===== src/rtl/uart_rx_controller.sv =====
`default_nettype none
// ============================================================================
// Module   : uart_rx_controller
// Function : Oversampled UART receiver (8 data bits, LSB first, 1 stop bit).
//            Define UART_RX_PARITY_EN to add an even-parity bit before stop.
// Revision : 1.0
// ============================================================================
module uart_rx_controller #(
    parameter int OVERSAMPLE  = 16,
    parameter int SYNC_STAGES = 2
) (
    input  logic       clk,
    input  logic       reset_n,
    input  logic       i_Sample_Tick,
    input  logic       i_Rx_Serial,
    output logic [7:0] o_Rx_Byte,
    output logic       o_Rx_Valid,
    output logic       o_Frame_Err,
    output logic       o_Parity_Err,
    output logic       o_Rx_Busy
);

    localparam int CNT_W = $clog2(OVERSAMPLE);
    localparam logic [CNT_W-1:0] c_HALF_LAST = CNT_W'(OVERSAMPLE / 2 - 1);
    localparam logic [CNT_W-1:0] c_FULL_LAST = CNT_W'(OVERSAMPLE - 1);

    typedef enum logic [2:0] {
        S_IDLE      = 3'd0,
        S_START     = 3'd1,
        S_DATA      = 3'd2,
        S_STOP      = 3'd3,
        S_WAIT_HIGH = 3'd4
`ifdef UART_RX_PARITY_EN
        , S_PARITY  = 3'd5
`endif
    } state_t;

    state_t                 state_q, state_d;
    logic [SYNC_STAGES-1:0] sync_q;
    logic                   rx_s;
    logic [CNT_W-1:0]       cnt_q, cnt_d;
    logic [2:0]             bit_q, bit_d;
    logic [7:0]             shift_q, shift_d;
    logic [7:0]             byte_q, byte_d;
    logic                   valid_q, valid_d;
    logic                   ferr_q, ferr_d;
    logic                   perr_q, perr_d;
    logic                   par_bad;
    logic                   full_tick;

    assign rx_s      = sync_q[SYNC_STAGES-1];
    assign full_tick = i_Sample_Tick && (cnt_q == c_FULL_LAST);

`ifdef UART_RX_PARITY_EN
    logic par_err_q, par_err_d;
    assign par_bad = par_err_q;

    always_ff @(posedge clk or negedge reset_n) begin
        if (!reset_n) par_err_q <= 1'b0;
        else          par_err_q <= par_err_d;
    end
`else
    assign par_bad = 1'b0;
`endif

    always_comb begin
        state_d = state_q;
        cnt_d   = cnt_q;
        bit_d   = bit_q;
        shift_d = shift_q;
        byte_d  = byte_q;
        valid_d = 1'b0;
        ferr_d  = 1'b0;
        perr_d  = 1'b0;
`ifdef UART_RX_PARITY_EN
        par_err_d = par_err_q;
`endif
        if (i_Sample_Tick) cnt_d = cnt_q + CNT_W'(1);

        case (state_q)
            S_IDLE: begin
                if (!rx_s) state_d = S_START;
            end
            S_START: begin
                // A start bit still low at mid-bit anchors every later sample.
                if (i_Sample_Tick && (cnt_q == c_HALF_LAST))
                    state_d = rx_s ? S_IDLE : S_DATA;
            end
            S_DATA: begin
                if (full_tick) begin
                    shift_d = {rx_s, shift_q[7:1]};
                    cnt_d   = '0;
                    bit_d   = bit_q + 3'd1;
                    if (bit_q == 3'd7) begin
`ifdef UART_RX_PARITY_EN
                        state_d = S_PARITY;
`else
                        state_d = S_STOP;
`endif
                    end
                end
            end
`ifdef UART_RX_PARITY_EN
            S_PARITY: begin
                if (full_tick) begin
                    par_err_d = ^{shift_q, rx_s};
                    state_d   = S_STOP;
                end
            end
`endif
            S_STOP: begin
                if (full_tick) begin
                    if (rx_s) begin
                        if (par_bad) begin
                            perr_d = 1'b1;
                        end else begin
                            byte_d  = shift_q;
                            valid_d = 1'b1;
                        end
                        state_d = S_IDLE;
                    end else begin
                        ferr_d  = 1'b1;
                        perr_d  = par_bad;
                        state_d = S_WAIT_HIGH;
                    end
                end
            end
            S_WAIT_HIGH: begin
                // Hold off until a break ends so it is not seen as 0x00 frames.
                if (rx_s) state_d = S_IDLE;
            end
            default: state_d = S_IDLE;
        endcase

        if (state_d != state_q) cnt_d = '0;
    end

    always_ff @(posedge clk or negedge reset_n) begin
        if (!reset_n) begin
            sync_q  <= '1;
            state_q <= S_IDLE;
            cnt_q   <= '0;
            bit_q   <= '0;
            shift_q <= '0;
            byte_q  <= '0;
            valid_q <= 1'b0;
            ferr_q  <= 1'b0;
            perr_q  <= 1'b0;
        end else begin
            sync_q  <= {sync_q[SYNC_STAGES-2:0], i_Rx_Serial};
            state_q <= state_d;
            cnt_q   <= cnt_d;
            bit_q   <= bit_d;
            shift_q <= shift_d;
            byte_q  <= byte_d;
            valid_q <= valid_d;
            ferr_q  <= ferr_d;
            perr_q  <= perr_d;
        end
    end

    assign o_Rx_Byte    = byte_q;
    assign o_Rx_Valid   = valid_q;
    assign o_Frame_Err  = ferr_q;
    assign o_Parity_Err = perr_q;
    assign o_Rx_Busy    = (state_q != S_IDLE);

endmodule
`default_nettype wire

===== config.mk =====
export PLATFORM = sky130hd
export DESIGN_NAME = uart_rx_controller
export DESIGN_NICKNAME = d
export VERILOG_FILES = /design/src/rtl/uart_rx_controller.sv
export SDC_FILE = /design/constraint.sdc
export NUM_CORES = 1
export LEC_CHECK = 0
export CORE_ASPECT_RATIO = 0.7
export CORE_MARGIN = 2
export CORE_UTILIZATION = 30
export CTS_CLUSTER_DIAMETER = 40
export DETAILED_ROUTE_END_ITERATION = 8
export PLACE_DENSITY = 0.51
export RECOVER_POWER = 100
export SKIP_CTS_REPAIR_TIMING = 1
export SLEW_MARGIN = 40
export SYNTH_ARGS = -nofsm -noshare
export SYNTH_HDL_FRONTEND = slang
export SYNTH_SLANG_ARGS = --single-unit

===== constraint.sdc =====
create_clock -name clk -period 1.9 [get_ports clk]
set_input_delay 0.475 -clock clk [delete_from_list [all_inputs] [get_ports clk]]
set_output_delay 0.475 -clock clk [all_outputs]
set_load 0.03 [all_outputs]

# --- Word-level counts from Yosys, hierarchy flattened ---
# Index checks and enable logic that the tools add are counted.
op_classes:
  add_sub_neg: 2
  multipliers: 0
  div_mod_pow: 0
  order_cmp: 0
  eq_ne: 8
  shifts: 0
  mux: 19
  bitwise: 0
  reduce_logical: 6
op_table:
  columns: ["cell", "n"]
  rows:
  - ["2-to-1 mux 3 bit", 7]
  - ["2-to-1 mux 4 bit", 4]
  - ["one-hot mux 3 bit (5 select lines)", 1]
  - ["== test 3 x 2 -> 1 bit, second input constant", 2]
  - ["== test 3 bit, second input constant", 2]
  - ["2-to-1 mux 1 bit", 6]
  - ["adder 4 x 1 -> 4 bit, second input constant", 1]
  - ["== test 4 x 3 -> 1 bit, second input constant", 1]
  - ["== test 4 bit, second input constant", 1]
  - ["adder 3 x 1 -> 3 bit, second input constant", 1]
  - ["== test 3 x 1 -> 1 bit, second input constant", 1]
  - ["logical NOT 3 bit", 1]
  - ["!= test 3 bit", 1]
  - ["AND reduction 3 bit", 1]
  - ["nonzero test 3 bit", 1]
  - ["logical AND 1 bit", 2]
  - ["2-to-1 mux 2 bit", 1]
  - ["AND reduction 2 bit", 1]
word_totals:
  reg_bits: 30
  latchBits: 0
  ramBits: 0
  romBits: 0
  in_bits: 4
  output_inout_bits: 12
  mem_count: 0

# --- Logic depth before layout (Yosys ltp) ---
depth:
  word_depth: 6
  ltp_mapped: 5

# --- Worst setup path before layout ---
# Ideal clock, no wire load.
synth_path:
  path_kind: "input port to flip-flop"
  from: "in i_Sample_Tick"
  to: "reg bit_q[1]"
  t_arrival_ns: 1.496
  required_time_ns: 1.775
  path_slack_ns: 0.280
  cell_stages: 5
  n_path_buf: 2
  cell_sequence: "buf_2 > nand3_1 > nor3_2 > buf_4 > mux2_2"
synth_between:
  elab_chain_cells: 2
synth_lines:
  columns: ["element", "line_no", "source"]
  rows:
  - ["start: declaration", "14", "input logic i_Sample_Tick,"]
  - ["logical AND 1 bit", "52", "assign full_tick = i_Sample_Tick && (cnt_q == c_FULL_LAST);"]
  - ["AND reduction 2 bit (no line)", null, null]
  - ["end signal: assignment", "153", "bit_q <= bit_d;"]
  - ["end: declaration", "42", "logic [2:0] bit_q, bit_d;"]
# No other way between the ends.
# A chain may end at the register's enable or synchronous reset.

# --- Worst setup path in the final report ---
layout_path:
  from: "reg byte_q[7], in the netlist o_Rx_Byte[7]"
  to: "out o_Rx_Byte[7]"
layout_rtl:
  columns: ["element", "line_no", "source"]
  rows:
  - ["start: declaration", "44", "logic [7:0] byte_q, byte_d;"]
  - ["start signal: assignment", "155", "byte_q <= byte_d;"]
  - ["end: declaration", "16", "output logic [7:0] o_Rx_Byte,"]
# No word-level cell between the ends.

==> summary.txt <==
Timing
  • Slew headroom: 53.1%
  • Unrepaired setup endpoints after global routing: no
  • Final slew viol count: 0
  • Tcrit/Tclk final: 96.2%
  • Clock skew: 0.00213 ns
  • Fin worst setup slack: 0.0721 ns
  • # setup viols final: 0
  • Fmax achieved: 547 MHz
  • Least-Margin Pin Slew: 0.703 ns
  • Final Hold Vio Count: 0
  • Post-route minimum period: 1.83 ns

Detailed routing
  • DRT antenna net count: 0
  • Via-per-instance ratio: 4.60
  • Via count: 837
  • TritonRoute pass-1 iters: 4
  • Wirelength per Cell: 12.5 um
  • DRT iter0 DRCs: 83
  • Drt total wl: 2270 um
  • # DRC: 0

Worst setup path
  • Crit path launch type: register
  • CP arrival: 1.35 ns
  • CP Class: reg -> out
  • Terminus of the critical flop-to-flop path: bit_q[1]$_DFFE_PN0P_
  • Crit Path Max Fanout: 2
  • FF-to-FF setup slack: 0.16 ns
  • Slowest cell on the critical path: dlygate4sd3_1
  • CP top delay family: buffers and inverters
  • CP Data Required Time: 1.42 ns
  • CP endpoint kind: primary output
  • Worst-path cell chain: dlygate4sd3_1
  • Worst path max stage delay: 0.74 ns
  • Worst path buffer plus inverter count: 1
  • R2R cell count: 5
  • Reg2Reg Launch Point: state_q[2]$_DFF_PN0_

Power and ir drop
  • Peak VDD IR: 0.411 mV
  • PwrDens: 1020 nW/um^2
  • Power share of the sequential group: 45.7%
  • Leak: 0.787 nW
  • Comb power frac: 23.8%
  • Clk pwr share: 30.5%
  • Net Sw Frac: 30.8%
  • Switching power total: 0.000527 W
  • P_int: 0.00118 W
  • Power, Total: 0.00171 W

Final layout
  • Area growth syn-to-layout: 23.6%
  • Nets@finish: 133
  • Layout cells sized above 1: 30.7%
  • Final instance area: 1670 um^2
  • Post-Layout Cell Count: 182
  • Antenna cells: 0
  • Filler instances: 434

Yosys
  • Top post-synthesis cells by count: dfrtp_1 (28), mux2_2 (18)
  • Seq/Total Area, Yosys: 55.7%
  • Largest cells by area after synthesis: dfrtp_1 (52%), mux2_2 (15%), dfstp_2 (3.9%)
  • Mean post-synth cell area: 13.4 um^2
  • Yosys warnings: 0
  • Count leader, synth: dfrtp_1
  • Number of synthesized flops with an enable pin: 0
  • Fraction of registers with async set/reset: 100%
  • Post-synth top area share: 51.9%
  • Syn Nets: 108
  • Area leader, netlist: dfrtp_1
  • Synth Register Bits: 30
  • Top FF cell, synth: dfrtp_1
  • Cells after synthesis: 101
  • Mapped cell area: 1350 um^2
  • Synth cell types: 42

Clock tree
  • CTS sink cnt: 30
  • Worst-Skew Late Latency: 0.28 ns
  • Clock-pin slew on the worst setup and hold paths: 0.06 ns
  • H-tree depth: 2
  • Cts bufs inserted: 5
  • Clock Tree Buf Depth: 2
  • Clk root buf: clkbuf_8
  • CTS tree: built

Place
  • Inst Count DP: 174
  • Detailed Place HPWL: 1690 um
  • PortBufs: 14
  • Routability cong.: 0.777
  • Placed Area: 1620 um^2
  • Pre-CTS WS: -0.156 ns

GRT
  • Total GRT Usage: 11.2%
  • Largest net degree at the start of global routing: 31
  • Vias in the first global route: 875
  • Global route overflow: 0
  • Initial antenna violation count: 0
  • First-pass GRT wire length: 4310 um

Worst hold path
  • Hold Crit Class: reg -> reg
  • Hold path startpoint: sync_q[0]$_DFF_PN1_
  • Hold depth: 0
  • Hold endpoint: sync_q[1]$_DFF_PN1_

Die
  • Core ar.: 4330 um^2
  • Die area: 5070 um^2
  • Io pins: 16
  • Row cnt: 20
  • Die Span X: 84.2 um
  • Starting Density: 31.2%
  • Die Ht: 60.2 um

Run
  • Max-cap violation count: 0

Outcome
  • Status: completed
-- logic make-up after synthesis --
group                      after synthesis  share of synthesized area, %
AOI/OAI and AO/OA                       14                          7.69
xor gates and xnor gates                 4                          2.59
adders and majority gates                3                          2.78
buffers and inverters                    9                          3.33
DFF                                     30                          55.7
muxes                                   19                          15.7
other                                    1                         0.278
and+or+nand+nor                         21                          11.9
-- metrics by stage --
step	hold WS [ns]	util (%)	TNS, ns
global placement	0.346	37.4	-2.02
detailed placement	0.354	37.4	-2.37
finish	0.362	38.6	0
floorplan	0.179	-	0
global route	0.365	38.6	0
CTS	0.363	39.5	-0.233
-- how the worst max path moves through the flow --
stage,startpoint,end,depth (start not counted)
after CTS,state_q[0]$_DFF_PN0_,o_Rx_Busy,2
final,o_Rx_Byte[7]$_DFFE_PN0P_,o_Rx_Byte[7],1
after detailed placement,i_Sample_Tick,bit_q[1]$_DFFE_PN0P_,5
after floorplan,i_Sample_Tick,bit_q[1]$_DFFE_PN0P_,5
after global routing,state_q[2]$_DFF_PN0_,bit_q[1]$_DFFE_PN0P_,5
after global placement,i_Sample_Tick,shift_q[5]$_DFFE_PN0P_,5
-- flip-flops by register name (all words and copies together) (netlist names) --
signal	cells
o_Rx_Byte	8
shift_q	8
cnt_q	4
bit_q	3
state_q	3
sync_q	2
o_Frame_Err	1
o_Rx_Valid	1
-- placed cells by master (no fill, tap or decap), types with 2 or more instances in the layout --
cell type / instances
nand3_1: 2
a221oi_1: 2
clkbuf_2: 2
buf_4: 5
inv_1: 2
nand4_1: 2
clkbuf_8: 6
dlygate4sd3_1: 5
mux2_2: 18
a31oi_1: 2
clkdlybuf4s50_1: 8
ha_1: 3
nor3_1: 4
xor2_1: 3
dfrtp_1: 28
dfstp_2: 2
clkbuf_1: 4
-- layout make-up --
cell class,count,area (um^2),share of cell area [%]
clock inverters,1,5.00,0.300
clock buffers,7,86.3,5.17
flip-flops and latches,30,753,45.1
multi-input cells,62,533,31.9
repair buffers,25,216,13.0
well taps,55,68.8,4.12
inverters,2,7.51,0.449
-- worst register-to-register path, cell delays in order, from the launching register on --
cell      delay (ns)
dfrtp_1         0.38
clkbuf_2        0.19
nand3b_1        0.30
nor3_1          0.19
buf_4           0.22
mux2_2          0.35
-- power groups by stage --
stage                     combinational [W]  sequential, W  clock, W
after global routing               0.000465       0.000797  0.000580
after CTS                          0.000445       0.000787  0.000539
final                              0.000407       0.000783  0.000522
after floorplan                    0.000324       0.000774         0
after detailed placement           0.000442       0.000799         0
after global placement             0.000431       0.000794         0
-- layer usage --
| metal | routed length, um | track usage [%] |
|---|---|---|
| met1 | 1100 | 14.5 |
| met2 | 1050 | 16.6 |
| met3 | 88 | 3.31 |
| met4 | 38 | 6.91 |
| met5 | 0 | 0 |
Power figures use the tool's default switching activity.
